`config.mk`:
```
export PLATFORM = sky130hd
export DESIGN_NAME = guess_grader
export DESIGN_NICKNAME = d
export VERILOG_FILES = /design/src/rtl/guess_grader_pkg.sv /design/src/rtl/guess_grader_exact.sv /design/src/rtl/guess_grader.sv
export SDC_FILE = /design/constraint.sdc
export NUM_CORES = 1
export LEC_CHECK = 0
export BUFFER_PORTS_ARGS = -buffer_cell sky130_fd_sc_hd__buf_2
export CAP_MARGIN = 30
export CORE_AREA = 5 5 91 84
export DETAILED_ROUTE_END_ITERATION = 10
export DIE_AREA = 0 0 96 89
export PLACE_DENSITY = 0.74
export SLEW_MARGIN = 40
export SYNTH_ARGS = -nofsm -noshare
export SYNTH_HDL_FRONTEND = slang
export SYNTH_SLANG_ARGS = --single-unit
```
`constraint.sdc`:
```
create_clock -name clock -period 3.53 [get_ports clock]
set_input_delay 0.353 -clock clock [delete_from_list [all_inputs] [get_ports clock]]
set_output_delay 0.353 -clock clock [all_outputs]
set_load 0.05 [all_outputs]
```
`src/rtl/guess_grader_pkg.sv`:
```
// Shared types and sizing for the guess grader: shape packing, FSM states,
// and a helper to pull one shape out of a packed pattern.
package guess_grader_pkg;
    localparam int SHAPE_W = 3;
    localparam int NUM_POS = 4;
    localparam int GUESS_W = SHAPE_W * NUM_POS;
    localparam int CNT_W   = 4;
    localparam int PIDX_W  = $clog2(NUM_POS);

    typedef enum logic [1:0] {
        IDLE  = 2'd0,
        EXACT = 2'd1,
        SCAN  = 2'd2,
        DONE  = 2'd3
    } state_t;

    function automatic logic [SHAPE_W-1:0] shape_at(input logic [GUESS_W-1:0] v,
                                                    input int unsigned idx);
        return v[idx*SHAPE_W +: SHAPE_W];
    endfunction
endpackage

```
`src/rtl/guess_grader_exact.sv`:
```
// exact_match_finder: per-position equality mask between guess and master,
// plus the number of set mask bits.
module exact_match_finder
    import guess_grader_pkg::*;
(
    input  logic [GUESS_W-1:0] guess,
    input  logic [GUESS_W-1:0] master,
    output logic [NUM_POS-1:0] mask,
    output logic [CNT_W-1:0]   count
);
    always_comb begin
        mask  = '0;
        count = '0;
        for (int i = 0; i < NUM_POS; i++) begin
            if (shape_at(guess, i) == shape_at(master, i)) begin
                mask[i] = 1'b1;
                count   = count + CNT_W'(1);
            end
        end
    end
endmodule

```
`src/rtl/guess_grader.sv`:
```
// Grades a captured guess against a captured master pattern: one cycle for
// exact matches, four cycles scanning for shape-only matches, one DONE cycle.
module guess_grader
    import guess_grader_pkg::*;
(
    input  logic               clock,
    input  logic               reset,
    input  logic               GradeIt,
    input  logic               clearGame,
    input  logic [GUESS_W-1:0] Guess,
    input  logic [GUESS_W-1:0] masterPattern,
    output logic [CNT_W-1:0]   Znarly,
    output logic [CNT_W-1:0]   Zood,
    output logic               GameWon,
    output logic               gradeDone,
    output logic               busy
);
    // Handshake: gradeDone is a one-cycle strobe; Znarly/Zood/GameWon become
    // valid with it and hold until the next strobe, clearGame or reset.
    state_t              state;
    logic                gradeit_q;
    logic                armed;
    logic [GUESS_W-1:0]  guess_q;
    logic [GUESS_W-1:0]  master_q;
    logic [NUM_POS-1:0]  guess_used;
    logic [NUM_POS-1:0]  master_used;
    logic [CNT_W-1:0]    znarly_acc;
    logic [CNT_W-1:0]    zood_acc;
    logic [PIDX_W-1:0]   scan_idx;

    logic [NUM_POS-1:0]  exact_mask;
    logic [CNT_W-1:0]    exact_count;
    logic                grade_rise;
    logic [SHAPE_W-1:0]  cur_shape;
    logic                hit;
    logic [PIDX_W-1:0]   hit_pos;
    logic [NUM_POS-1:0]  hit_mask;
    logic [CNT_W-1:0]    zood_next;

    exact_match_finder u_exact (
        .guess  (guess_q),
        .master (master_q),
        .mask   (exact_mask),
        .count  (exact_count)
    );

    // armed stays low until GradeIt is seen low, so a key held through reset
    // release does not look like a fresh press.
    assign grade_rise = GradeIt & ~gradeit_q & armed;

    always_comb begin
        cur_shape = shape_at(guess_q, 32'(scan_idx));
        hit       = 1'b0;
        hit_pos   = '0;
        if (!guess_used[scan_idx]) begin
            for (int k = NUM_POS - 1; k >= 0; k--) begin
                if (!master_used[k] && shape_at(master_q, k) == cur_shape) begin
                    hit     = 1'b1;
                    hit_pos = PIDX_W'(k);
                end
            end
        end
        hit_mask  = hit ? (NUM_POS'(1) << hit_pos) : '0;
        zood_next = zood_acc + (hit ? CNT_W'(1) : CNT_W'(0));
    end

    always_ff @(posedge clock or posedge reset) begin
        if (reset) begin
            state       <= IDLE;
            gradeit_q   <= 1'b0;
            armed       <= 1'b0;
            guess_q     <= '0;
            master_q    <= '0;
            guess_used  <= '0;
            master_used <= '0;
            znarly_acc  <= '0;
            zood_acc    <= '0;
            scan_idx    <= '0;
            Znarly      <= '0;
            Zood        <= '0;
            GameWon     <= 1'b0;
            gradeDone   <= 1'b0;
            busy        <= 1'b0;
        end else begin
            gradeit_q <= GradeIt;
            if (!GradeIt) begin
                armed <= 1'b1;
            end
            gradeDone <= 1'b0;
            if (clearGame) begin
                state       <= IDLE;
                busy        <= 1'b0;
                Znarly      <= '0;
                Zood        <= '0;
                GameWon     <= 1'b0;
                guess_used  <= '0;
                master_used <= '0;
                znarly_acc  <= '0;
                zood_acc    <= '0;
                scan_idx    <= '0;
            end else begin
                case (state)
                    IDLE: begin
                        if (grade_rise) begin
                            guess_q  <= Guess;
                            master_q <= masterPattern;
                            state    <= EXACT;
                            busy     <= 1'b1;
                        end
                    end
                    EXACT: begin
                        guess_used  <= exact_mask;
                        master_used <= exact_mask;
                        znarly_acc  <= exact_count;
                        zood_acc    <= '0;
                        scan_idx    <= '0;
                        state       <= SCAN;
                    end
                    SCAN: begin
                        master_used <= master_used | hit_mask;
                        zood_acc    <= zood_next;
                        scan_idx    <= scan_idx + PIDX_W'(1);
                        if (scan_idx == PIDX_W'(NUM_POS - 1)) begin
                            state     <= DONE;
                            Znarly    <= znarly_acc;
                            Zood      <= zood_next;
                            GameWon   <= (znarly_acc == CNT_W'(NUM_POS));
                            gradeDone <= 1'b1;
                        end
                    end
                    DONE: begin
                        state <= IDLE;
                        busy  <= 1'b0;
                    end
                    default: begin
                        state <= IDLE;
                        busy  <= 1'b0;
                    end
                endcase
            end
        end
    end
endmodule

```
==> reports/summary.json, run 1 <==
{
  "io-pin-count": 39,
  "async_reset_ff_share_pct": 100.0,
  "drt_pre_antenna_iters": 4,
  "critical_path.startpoint_type": "flip-flop",
  "synth_area_leader_cell": "dfrtp_1",
  "postSynthCellCount": 260,
  "postCtsSetupRepairBufs": 0,
  "areaGrowthSynthToFinish_pct": 17.89,
  "ctsHoldBuffers": 0,
  "clock_tree_sinks": 57,
  "die_height_um": 89,
  "post_synth_instance_area_um2": 2888,
  "ys_seq_elements": 57,
  "cts_root_buffer": "clkbuf_8",
  "grtUsageTotal_pct": 16.05,
  "routed_wl_um": 6038,
  "synth_seq_area_share_pct": 49.39,
  "crit_path_max_fanout": 6,
  "max-vdd-ir-drop_mv": 0.2936,
  "final-setup-viol-count": 0,
  "fin_crit_sh_pct": 89.38,
  "worst_min_path_class": "input port to async pin",
  "worstSetupEndpointType": "flip-flop",
  "fin_max_slew_vios": 0,
  "critical_path_required_ns": 3.73,
  "first_iter_violations": 141,
  "rows": 28,
  "global_route_wire_length_before_repair_um": 10430,
  "number_of_global_route_vias_before_repair": 2135,
  "path_clk_slew_ns": 0.06,
  "timing_worst_setup_path_type": "flip-flop to flip-flop",
  "timing.max_slew.rel_slack_pct": 58.78,
  "post-synth-top-count-cell": "dfrtp_1",
  "count_of_nets_after_finishing": 340,
  "timing.rr.start": "scan_idx[0]$_DFFE_PP0P_",
  "top_usage_layer": "met2",
  "overflow": 0,
  "tightestPinTransition_ns": 0.6183,
  "synth-warning-count": 0,
  "resized_cells_post_cts": 0,
  "dr_wl_cell_um": 15.21,
  "layout.filler_cells": 589,
  "antenna_cells": 0,
  "max_cap_violations": 0,
  "critical_path.n_buffers_inverters": 0,
  "ys.flop_type": "dfrtp_1",
  "grt_setup_unrepaired": "false",
  "design.core.area_um2": 6516,
  "chipWidth_um": 96,
  "critical_path.slowest_cell": "mux4_2",
  "met3_track_demand_over_resource_in_global_routing_pct": 3.283,
  "synth_cell_types": 39,
  "synth.avg_cell_area_um2": 11.11,
  "grt_start_max_net_pins": 42,
  "vias": 2065,
  "start_util_pct": 44.32,
  "groute.layer.met2.usage_pct": 24.39,
  "cts_h_tree_depth": 3,
  "post_route_cells_drive_above_1_share_pct": 29.97,
  "internal_reg_to_reg_setup_slack_ns": 0.37,
  "pwr_density_cell_nw_per_um2": 865.2,
  "drc": 0,
  "arrival_time_at_the_worst_endpoint_ns": 3.35,
  "series_of_cell_instances_along_the_critical_path": "mux4_2 -> xor2_1 -> or4_4 -> a41oi_1 -> ha_1 -> ha_1 -> nand2_1 -> a21boi_0 -> a21oi_1 -> nor2_1",
  "report.final.hold_viol_count": 0,
  "outcome": "finished clean",
  "cts_inserted_buffers": 9,
  "fin_worst_skew_ns": 0.006405,
  "power_uw": 2945,
  "synth.area.top_cells": "dfrtp_1, mux2_2, xor2_1, ha_1, a21oi_1",
  "number_of_antenna_violations_at_the_first_check_in_global_routing": 0,
  "finalSetupTns_ns": 0,
  "clock_tree_from_tritoncts": "built",
  "fmax_mhz": 317.0,
  "syn_nets": 298,
  "critPathMostFrequentCell": "ha_1",
  "critical_path.top_delay_family": "simple AND/OR/NAND/NOR gates",
  "r2r_end": "zood_acc[2]$_DFFE_PP0P_",
  "fin_crit_ns": 3.155,
  "routabilityCongestion": 0.8198,
  "avgViaCountPerCell": 5.202,
  "insertion_delay_ns": 0.33,
  "clk_path_buf_depth": 2,
  "buffer_ports.inserted": 38,
  "netlist.area_leader.share_pct": 49.39,
  "worst_reg2reg_path_length_in_cells": 10,
  "ant_nets": 0,
  "dieArea_um2": 8544,
  "timing.critical_path.slowest_cell_delay_ns": 0.63,
  "synth_common_cells": "dfrtp_1, nand2_1, mux2_2",
  "groute.layer.met1.usage_pct": 21.77,
  "post_detail_place_hpwl_um": 4471,
  "power.static_leakage_uw": 0.001534,
  "synth_enable_flop_cells": 0
}
-- power by group --
group,switching [uW],internal [uW],leakage (uW)
clock,252,433,0.000115
combinational,587,586,0.000684
sequential,232,855,0.000734
-- metal layers --
layer	up-vias	part of all wire, %
met1	1013	47
met2	45	46
met5	-	0
li1	994	-
met4	0	2.1
met3	13	4.2
-- sequential cells by signal, summed over array words and instances, names as in the netlist --
| register | count |
|---|---|
| busy | 1 |
| master_used | 4 |
| state | 2 |
| znarly_acc | 4 |
| scan_idx | 2 |
| guess_q | 12 |
| Znarly | 4 |
| GameWon | 1 |
| armed | 1 |
| zood_acc | 4 |
| Zood | 4 |
| gradeit_q | 1 |
| gradeDone | 1 |
| guess_used | 4 |
| master_q | 12 |
-- worst max path at each step --
stage / start / end / slack [ns] / cells past startpoint
2_1_floorplan: scan_idx[0]$_DFFE_PP0P_ / zood_acc[2]$_DFFE_PP0P_ / 0.77 / 11
3_3_place_gp: scan_idx[0]$_DFFE_PP0P_ / zood_acc[2]$_DFFE_PP0P_ / 0.53 / 10
3_5_place_dp: scan_idx[0]$_DFFE_PP0P_ / zood_acc[2]$_DFFE_PP0P_ / 0.37 / 10
4_1_cts: scan_idx[0]$_DFFE_PP0P_ / zood_acc[2]$_DFFE_PP0P_ / 0.36 / 10
5_1_grt: scan_idx[0]$_DFFE_PP0P_ / zood_acc[2]$_DFFE_PP0P_ / 0.18 / 10
6_report: scan_idx[0]$_DFFE_PP0P_ / zood_acc[2]$_DFFE_PP0P_ / 0.37 / 10
-- per-stage QoR --
stage / instance area [um2] / hold WS, ns / utilization [%] / cells / worst slack [ns]
after global placement: 3173 / 0.4500 / 48.69 / 381 / 0.5325
final: 3405 / 0.05808 / 52.25 / 397 / 0.3750
after detailed placement: 3176 / 0.4286 / 48.73 / 381 / 0.3657
after CTS: 3405 / 0.06806 / 52.25 / 397 / 0.3618
after floorplan: 2888 / 0.3844 / - / 260 / 0.7730
after global routing: 3405 / 0.1003 / 52.25 / 397 / 0.1768
-- cell usage in the layout, fill, tap and decap left out, drive strengths merged, types with 2 or more instances in the layout --
| cell type | synthesis | layout |
|---|---|---|
| and3 | 2 | 2 |
| a21oi | 22 | 22 |
| a221oi | 2 | 2 |
| buf | 1 | 41 |
| nand2b | 2 | 2 |
| xor2 | 21 | 21 |
| mux2 | 24 | 24 |
| clkbuf | 9 | 11 |
| bufinv | 0 | 2 |
| mux4 | 4 | 4 |
| o21ai | 3 | 3 |
| dfrtp | 57 | 57 |
| nor3 | 6 | 6 |
| nand3b | 4 | 4 |
| nand2 | 26 | 26 |
| clkinv | 1 | 3 |
| a22oi | 3 | 3 |
| xnor2 | 7 | 7 |
| mux2i | 2 | 2 |
| nor2 | 21 | 21 |
| o31a | 2 | 2 |
| ha | 10 | 10 |
| a211oi | 2 | 2 |
| nand3 | 4 | 4 |
| or4 | 4 | 4 |
| inv | 9 | 9 |
-- kinds of logic (layout without fill, tap and decap cells) --
kind of cell,after synthesis,count (layout),share of synthesized area (%)
multiplexers,30,30,13.30
AO/OA/AOI/OAI,39,39,8.709
adder cells (fa/ha/maj),10,10,4.333
XOR/XNOR,28,28,8.492
AND/OR/NAND/NOR,76,76,12.91
flip-flops,57,57,49.39
buffers and inverters,20,67,2.859
-- layout make-up --
type | count | area, um2 | share of cell area (%)
clock buffers | 11 | 151.4 | 4.447
clock inverters | 5 | 77.57 | 2.279
inverters | 10 | 40.04 | 1.176
multi-input cells | 183 | 1384 | 40.65
flip-flops and latches | 57 | 1426 | 41.90
well taps | 90 | 112.6 | 3.308
repair buffers | 41 | 212.7 | 6.248
Note: power is estimated with default switching activity, not from simulation.
==> run 2, diff against run 1 <==
- BUFFER_PORTS_ARGS: -buffer_cell sky130_fd_sc_hd__buf_2 -> -buffer_cell sky130_fd_sc_hd__clkbuf_2
==> run 2 against run 1 <==
Register-to-register slack better by 0.07 ns. Sequential share of layout area is 0.61 points higher. Setup slack better by 0.069 ns. Clock power is 21% lower. Critical path type unchanged. Worst hold slack worse by 0.017 ns. Utilization is 0.75 points lower. Die area stayed put.
==> reports/summary.json, run 2 (same netlist as run 1, synthesis figures left out) <==
{
  "finalHoldWorstSlack": {"value": 0.04113, "unit": "ns", "change": "was 0.05808 ns"},
  "routed_wl": {"value": 5993, "unit": "um", "change": "was 6038 um"},
  "grtUsageTotal": {"value": 15.68, "unit": "%", "change": "was 16.05%"},
  "max_cap_violations": {"value": 0, "change": "unchanged"},
  "outcome": {"value": "finished clean", "change": "unchanged"},
  "met1_length": {"value": 2757, "unit": "um", "change": "was 2856 um"},
  "die_height": {"value": 89, "unit": "um", "change": "unchanged"},
  "tightestPinTransition": {"value": 0.6657, "unit": "ns", "change": "was 0.6183 ns"},
  "ant_nets": {"value": 0, "change": "unchanged"},
  "fmax": {"value": 324.0, "unit": "MHz", "change": "was 317.0 MHz"},
  "cts_inserted_buffers": {"value": 9, "change": "unchanged"},
  "drt_pre_antenna_iters": {"value": 4, "change": "unchanged"},
  "global_route_wire_length_before_repair": {"value": 10270, "unit": "um", "change": "was 10430 um"},
  "start_util": {"value": 44.32, "unit": "%", "change": "unchanged"},
  "number_of_antenna_violations_at_the_first_check_in_global_routing": {"value": 0, "change": "unchanged"},
  "dr.max_layer_used": {"value": "met4", "change": "unchanged"},
  "worstSetupEndpointType": {"value": "flip-flop", "change": "unchanged"},
  "rows": {"value": 28, "change": "unchanged"},
  "mostFrequentLayoutCells": {"value": "dfrtp_1, clkbuf_2, nand2_1", "change": "was dfrtp_1, buf_2, nand2_1"},
  "cts_h_tree_depth": {"value": 3, "change": "unchanged"},
  "avgViaCountPerCell": {"value": 5.280, "change": "was 5.202"},
  "fin_crit_sh": {"value": 87.42, "unit": "%", "change": "was 89.38%"},
  "grt_start_max_net_pins": {"value": 42, "change": "unchanged"},
  "worst_min_path_class": {"value": "input port to async pin", "change": "unchanged"},
  "report.final.hold_viol_count": {"value": 0, "change": "unchanged"},
  "arrival_time_at_the_worst_endpoint": {"value": 3.27, "unit": "ns", "change": "was 3.35 ns"},
  "clk_path_buf_depth": {"value": 2, "change": "unchanged"},
  "fin_util": {"value": 51.50, "unit": "%", "change": "was 52.25%"},
  "post_route_cells_drive_above_1_share": {"value": 29.74, "unit": "%", "change": "was 29.97%"},
  "fin_worst_skew": {"value": 0.007547, "unit": "ns", "change": "was 0.006405 ns"},
  "pwr_density_cell": {"value": 841.8, "unit": "nW/um2", "change": "was 865.2 nW/um2"},
  "clock_tree_sinks": {"value": 57, "change": "unchanged"},
  "cts_root_buffer": {"value": "clkbuf_8", "change": "unchanged"},
  "design_area": {"value": 3356, "unit": "um2", "change": "was 3405 um2"},
  "ff_latch_area": {"value": 1426, "unit": "um2", "change": "unchanged"},
  "antenna_cells": {"value": 0, "change": "unchanged"},
  "path_clk_slew": {"value": 0.06, "unit": "ns", "change": "about the same"},
  "overflow": {"value": 0, "change": "unchanged"},
  "mostFrequentLayoutCell": {"value": "dfrtp_1", "change": "unchanged"},
  "count_of_nets_after_finishing": {"value": 340, "change": "unchanged"},
  "critical_path.startpoint_type": {"value": "flip-flop", "change": "unchanged"},
  "postCtsSetupRepairBufs": {"value": 0, "change": "unchanged"},
  "ctsHoldBuffers": {"value": 0, "change": "unchanged"},
  "reg_top3": {"value": "guess_q (12), master_q (12)", "change": "unchanged"},
  "vias": {"value": 2091, "change": "was 2065"},
  "timing_worst_setup_path_type": {"value": "flip-flop to flip-flop", "change": "unchanged"},
  "buffer_ports.inserted": {"value": 38, "change": "unchanged"},
  "final-setup-viol-count": {"value": 0, "change": "unchanged"},
  "post_detail_place_hpwl": {"value": 4546, "unit": "um", "change": "was 4471 um"},
  "layout.filler_cells": {"value": 601, "change": "was 589"},
  "power": {"value": 2825, "unit": "uW", "change": "was 2945 uW"},
  "number_of_global_route_vias_before_repair": {"value": 2141, "change": "was 2135"},
  "detailroute.wirelength.met2": {"value": 2865, "unit": "um", "change": "was 2801 um"},
  "areaGrowthSynthToFinish": {"value": 16.20, "unit": "%", "change": "was 17.89%"},
  "grt_setup_unrepaired": {"value": "false", "change": "unchanged"},
  "placed_cell_area": {"value": 3176, "unit": "um2", "change": "unchanged"},
  "design.core.area": {"value": 6516, "unit": "um2", "change": "unchanged"},
  "insertion_delay": {"value": 0.33, "unit": "ns", "change": "about the same"},
  "clock_tree_from_tritoncts": {"value": "built", "change": "unchanged"},
  "fin_crit": {"value": 3.086, "unit": "ns", "change": "was 3.155 ns"},
  "first_iter_violations": {"value": 112, "change": "was 141"},
  "dr_wl_cell": {"value": 15.13, "unit": "um", "change": "was 15.21 um"},
  "max-vdd-ir-drop": {"value": 0.3300, "unit": "mV", "change": "was 0.2936 mV"},
  "critical_path_required": {"value": 3.72, "unit": "ns", "change": "was 3.73 ns"},
  "chipWidth": {"value": 96, "unit": "um", "change": "unchanged"},
  "drc": {"value": 0, "change": "unchanged"},
  "crit_path_max_fanout": {"value": 6, "change": "unchanged"},
  "power.static_leakage": {"value": 0.001512, "unit": "uW", "change": "was 0.001534 uW"},
  "timing.max_slew.rel_slack": {"value": 55.62, "unit": "%", "change": "was 58.78%"},
  "routabilityCongestion": {"value": 0.8290, "change": "was 0.8198"},
  "multi_input_area": {"value": 1384, "unit": "um2", "change": "unchanged"},
  "io-pin-count": {"value": 39, "change": "unchanged"},
  "fin_max_slew_vios": {"value": 0, "change": "unchanged"},
  "resized_cells_post_cts": {"value": 0, "change": "unchanged"},
  "finalSetupTns": {"value": 0, "unit": "ns", "change": "unchanged"},
  "dieArea": {"value": 8544, "unit": "um2", "change": "unchanged"},
  "met3RoutedLength": {"value": 270, "unit": "um", "change": "was 251 um"}
}
[run 2: changes by cell type in the layout (fill, tap and decap cells not counted)]
| cell | change |
|---|---|
| bufinv_16 | -2 |
| clkbuf_8 | +1 |
| buf_2 | -38 |
| clkbuf_2 | +38 |
| clkinv_2 | +1 |
| clkinvlp_4 | -1 |
[run 2: stage by stage]
step           setup WS (ns)  cells
6_report              0.4440    396
5_1_grt               0.2273    396
4_1_cts               0.3975    396
3_5_place_dp          0.3953    381
3_3_place_gp          0.5289    381
2_1_floorplan         0.7730    260
[run 2: per-layer routing]
layer | GRT usage [%] | vias to the layer above
met3 | 2.946 | 11
met2 | 24.45 | 51
met5 | 0 | -
met4 | 7.235 | 0
met1 | 21.23 | 1030
li1 | - | 999
[run 2: final timing paths]
check / slack [ns] / cells after the start / endpoint / startpoint
worst max-delay path: 0.44 / 10 / zood_acc[2]$_DFFE_PP0P_ / scan_idx[0]$_DFFE_PP0P_
worst min-delay path: 0.04 / 2 / guess_q[4]$_DFFE_PP0P_ / reset
worst max register to register: 0.44 / 10 / zood_acc[2]$_DFFE_PP0P_ / scan_idx[0]$_DFFE_PP0P_
worst min register to register: 0.47 / 1 / armed$_DFFE_PP0N_ / armed$_DFFE_PP0N_
max in group asynchronous: 2.88 / 3 / guess_used[2]$_DFFE_PP0P_ / reset
min in group clock: 0.16 / 1 / gradeit_q$_DFF_PP0_ / GradeIt
[run 2: layout make-up]
cell class                      count  share of cell area, %
Tap cell                           90                  3.356
Clock buffer                       12                  4.922
Multi-Input combinational cell    183                  41.24
Timing Repair Buffer               41                  6.339
Sequential cell                    57                  42.51
Inverter                           10                  1.193
Clock inverter                      3                 0.4474
[run 2: power by group]
group	internal (uW)	total (uW)	switching [uW]
Sequential	855	1090	235
Clock	304	542	238
Combinational	587	1190	605
Total	1750	2820	1080
[run 2: worst max-delay path, cell delays in order, from the launching register on]
cell	delay (ns)
dfrtp_1	0.52
mux4_2	0.63
xor2_1	0.18
or4_4	0.53
a41oi_1	0.26
ha_1	0.21
ha_1	0.19
nand2_1	0.07
a21boi_0	0.14
a21oi_1	0.16
nor2_1	0.05
==> run 3, diff against run 2 <==
==> constraint.sdc (replaced) <==
create_clock -name clock -period 3.53 [get_ports clock]
set_input_delay 0.706 -clock clock [delete_from_list [all_inputs] [get_ports clock]]
set_output_delay 0.706 -clock clock [all_outputs]
set_load 0.05 [all_outputs]
==> run 3 against run 2 <==
First-iteration DRC count down 11%. Largest cell class unchanged. Setup slack worse by 0.036 ns. Worst hold slack better by 0.38 ns. Sequential power about the same. Global-route usage down 0.077 points.
==> reports/summary.json, run 3 (same netlist as run 1, synthesis figures left out) <==
{
  "p_switching": {"value": 1049, "unit": "uW", "change": "was 1078 uW"},
  "routed_wl": {"value": 5862, "unit": "um", "change": "was 5993 um"},
  "dieArea": {"value": 8544, "unit": "um2", "change": "unchanged"},
  "global_route_wire_length_before_repair": {"value": 10260, "unit": "um", "change": "was 10270 um"},
  "cts_root_buffer": {"value": "clkbuf_8", "change": "unchanged"},
  "rows": {"value": 28, "change": "unchanged"},
  "ff_latch_area": {"value": 1426, "unit": "um2", "change": "unchanged"},
  "design.core.area": {"value": 6516, "unit": "um2", "change": "unchanged"},
  "grtUsageTotal": {"value": 15.60, "unit": "%", "change": "was 15.68%"},
  "fin_crit": {"value": 3.122, "unit": "ns", "change": "was 3.086 ns"},
  "drt_pre_antenna_iters": {"value": 4, "change": "unchanged"},
  "max_cap_violations": {"value": 0, "change": "unchanged"},
  "crit_path_max_fanout": {"value": 6, "change": "unchanged"},
  "grt_setup_unrepaired": {"value": "false", "change": "unchanged"},
  "worst_reg2reg_path_length_in_cells": {"value": 10, "change": "unchanged"},
  "fin_worst_skew": {"value": 0.01003, "unit": "ns", "change": "was 0.007547 ns"},
  "fmax": {"value": 320.3, "unit": "MHz", "change": "was 324.0 MHz"},
  "report.final.hold_viol_count": {"value": 0, "change": "unchanged"},
  "finalSetupTns": {"value": 0, "unit": "ns", "change": "unchanged"},
  "sequentialPowerShare": {"value": 37.7, "unit": "%", "change": "was 38.6%"},
  "post_route_cells_drive_above_1_share": {"value": 29.55, "unit": "%", "change": "was 29.74%"},
  "avgViaCountPerCell": {"value": 5.183, "change": "was 5.280"},
  "critical_path.slowest_cell": {"value": "mux4_2", "change": "unchanged"},
  "routabilityCongestion": {"value": 0.8209, "change": "was 0.8290"},
  "overflow": {"value": 0, "change": "unchanged"},
  "number_of_global_route_vias_before_repair": {"value": 2147, "change": "was 2141"},
  "insertion_delay": {"value": 0.33, "unit": "ns", "change": "about the same"},
  "series_of_cell_instances_along_the_critical_path": {"value": "mux4_2 -> xor2_1 -> or4_4 -> a41oi_1 -> ha_1 -> ha_1 -> nand2_1 -> a21boi_0 -> a21oi_1 -> nor2_1", "change": "unchanged"},
  "fin_crit_sh": {"value": 88.44, "unit": "%", "change": "was 87.42%"},
  "sw_frac_of_total": {"value": 36.55, "unit": "%", "change": "was 38.17%"},
  "postCtsSetupRepairBufs": {"value": 0, "change": "unchanged"},
  "timing.critical_path.slowest_cell_delay": {"value": 0.64, "unit": "ns", "change": "was 0.63 ns"},
  "timing_worst_setup_path_type": {"value": "flip-flop to flip-flop", "change": "unchanged"},
  "final_critical_path_setup_slack": {"value": 0.4081, "unit": "ns", "change": "was 0.4440 ns"},
  "dr_wl_cell": {"value": 14.73, "unit": "um", "change": "was 15.13 um"},
  "internal_reg_to_reg_setup_slack": {"value": 0.41, "unit": "ns", "change": "was 0.44 ns"},
  "critical_path.startpoint_type": {"value": "flip-flop", "change": "unchanged"},
  "ant_nets": {"value": 0, "change": "unchanged"},
  "max-vdd-ir-drop": {"value": 0.2934, "unit": "mV", "change": "was 0.3300 mV"},
  "placed_cell_area": {"value": 3181, "unit": "um2", "change": "was 3176 um2"},
  "drc": {"value": 0, "change": "unchanged"},
  "final-setup-viol-count": {"value": 0, "change": "unchanged"},
  "clock_tree_from_tritoncts": {"value": "built", "change": "unchanged"},
  "worstSetupEndpointType": {"value": "flip-flop", "change": "unchanged"},
  "layout.filler_cells": {"value": 608, "change": "was 601"},
  "critPathMostFrequentCell": {"value": "ha_1", "change": "unchanged"},
  "mostFrequentLayoutCell": {"value": "dfrtp_1", "change": "unchanged"},
  "finalHoldWorstSlack": {"value": 0.4166, "unit": "ns", "change": "was 0.04113 ns"},
  "design_area": {"value": 3388, "unit": "um2", "change": "was 3356 um2"},
  "power_report.internal_total": {"value": 1822, "unit": "uW", "change": "was 1747 uW"},
  "number_of_antenna_violations_at_the_first_check_in_global_routing": {"value": 0, "change": "unchanged"},
  "multi_input_area": {"value": 1384, "unit": "um2", "change": "unchanged"},
  "met3_track_demand_over_resource_in_global_routing": {"value": 3.114, "unit": "%", "change": "was 2.946%"},
  "critical_path_required": {"value": 3.72, "unit": "ns", "change": "about the same"},
  "count_of_nets_after_finishing": {"value": 341, "change": "was 340"},
  "cts_h_tree_depth": {"value": 3, "change": "unchanged"},
  "die_height": {"value": 89, "unit": "um", "change": "unchanged"},
  "groute.layer.met2.usage": {"value": 24.83, "unit": "%", "change": "was 24.45%"},
  "pwr_density_cell": {"value": 847.3, "unit": "nW/um2", "change": "was 841.8 nW/um2"},
  "worst_min_path_class": {"value": "input port to async pin", "change": "unchanged"},
  "reg_top3": {"value": "guess_q (12), master_q (12)", "change": "unchanged"},
  "fin_util": {"value": 52.00, "unit": "%", "change": "was 51.50%"},
  "tightestPinTransition": {"value": 0.6588, "unit": "ns", "change": "was 0.6657 ns"},
  "path_clk_slew": {"value": 0.06, "unit": "ns", "change": "about the same"},
  "clk_path_buf_depth": {"value": 2, "change": "unchanged"},
  "first_iter_violations": {"value": 100, "change": "was 112"},
  "outcome": {"value": "finished clean", "change": "unchanged"},
  "fin_max_slew_vios": {"value": 0, "change": "unchanged"},
  "chipWidth": {"value": 96, "unit": "um", "change": "unchanged"},
  "post_detail_place_hpwl": {"value": 4454, "unit": "um", "change": "was 4546 um"},
  "comb_power_share": {"value": 40.4, "unit": "%", "change": "was 42.2%"},
  "timing.max_slew.rel_slack": {"value": 56.08, "unit": "%", "change": "was 55.62%"},
  "clock_power_share": {"value": 21.9, "unit": "%", "change": "was 19.2%"},
  "groute.layer.met1.usage": {"value": 20.83, "unit": "%", "change": "was 21.23%"},
  "grt_start_max_net_pins": {"value": 33, "change": "was 42"},
  "resized_cells_post_cts": {"value": 0, "change": "unchanged"},
  "top_usage_layer": {"value": "met2", "change": "unchanged"},
  "buffer_ports.inserted": {"value": 38, "change": "unchanged"},
  "areaGrowthSynthToFinish": {"value": 17.33, "unit": "%", "change": "was 16.20%"},
  "antenna_cells": {"value": 0, "change": "unchanged"},
  "start_util": {"value": 44.32, "unit": "%", "change": "unchanged"},
  "critical_path.top_delay_family": {"value": "simple AND/OR/NAND/NOR gates", "change": "unchanged"},
  "io-pin-count": {"value": 39, "change": "unchanged"},
  "power.static_leakage": {"value": 0.001525, "unit": "uW", "change": "was 0.001512 uW"},
  "path_depth": {"value": 10, "change": "unchanged"},
  "dp_worst_setup_slack": {"value": 0.4403, "unit": "ns", "change": "was 0.3953 ns"},
  "critical_path.n_buffers_inverters": {"value": 0, "change": "unchanged"},
  "arrival_time_at_the_worst_endpoint": {"value": 3.31, "unit": "ns", "change": "was 3.27 ns"},
  "mostFrequentLayoutCells": {"value": "dfrtp_1, clkbuf_2, nand2_1", "change": "unchanged"},
  "cts_inserted_buffers": {"value": 9, "change": "unchanged"},
  "vias": {"value": 2063, "change": "was 2091"},
  "clock_tree_sinks": {"value": 57, "change": "unchanged"},
  "ctsHoldBuffers": {"value": 0, "change": "unchanged"}
}
-- run 3: path summary, 6_finish.rpt --
kind,from,end
min in group clock,armed$_DFFE_PP0N_,armed$_DFFE_PP0N_
hold / removal,reset,master_q[1]$_DFFE_PP0P_
setup reg to reg,scan_idx[0]$_DFFE_PP0P_,zood_acc[2]$_DFFE_PP0P_
max in group asynchronous,reset,master_used[3]$_DFFE_PP0P_
setup / recovery,scan_idx[0]$_DFFE_PP0P_,zood_acc[2]$_DFFE_PP0P_
hold reg to reg,armed$_DFFE_PP0N_,armed$_DFFE_PP0N_
-- run 3: layout make-up --
type,count,area share [%]
clock inverter,2,1.034
tap,90,3.323
clock buffer,14,5.096
inverter,10,1.108
timing repair buffer,42,6.499
multi-input combinational,183,40.84
sequential,57,42.10
-- run 3: power by group through the flow --
stage | combinational [uW] | sequential [uW] | clock, uW
after floorplan | 954 | 1020 | 0
after global placement | 1110 | 1090 | 0
after detailed placement | 1160 | 1090 | 0
after CTS | 1170 | 1080 | 642
after global routing | 1310 | 1110 | 676
final | 1160 | 1080 | 628
-- run 3: layer usage --
metal	routed length, um	vias up
li1	-	988
met1	2723	1015
met2	2747	49
met3	309	11
met4	82	0
met5	0	-
-- run 3: stage by stage --
step / power [uW] / instances
after detailed placement: 2251 / 382
after global routing: 3102 / 398
final: 2871 / 398
after floorplan: 1974 / 260
after global placement: 2206 / 382
after CTS: 2890 / 398
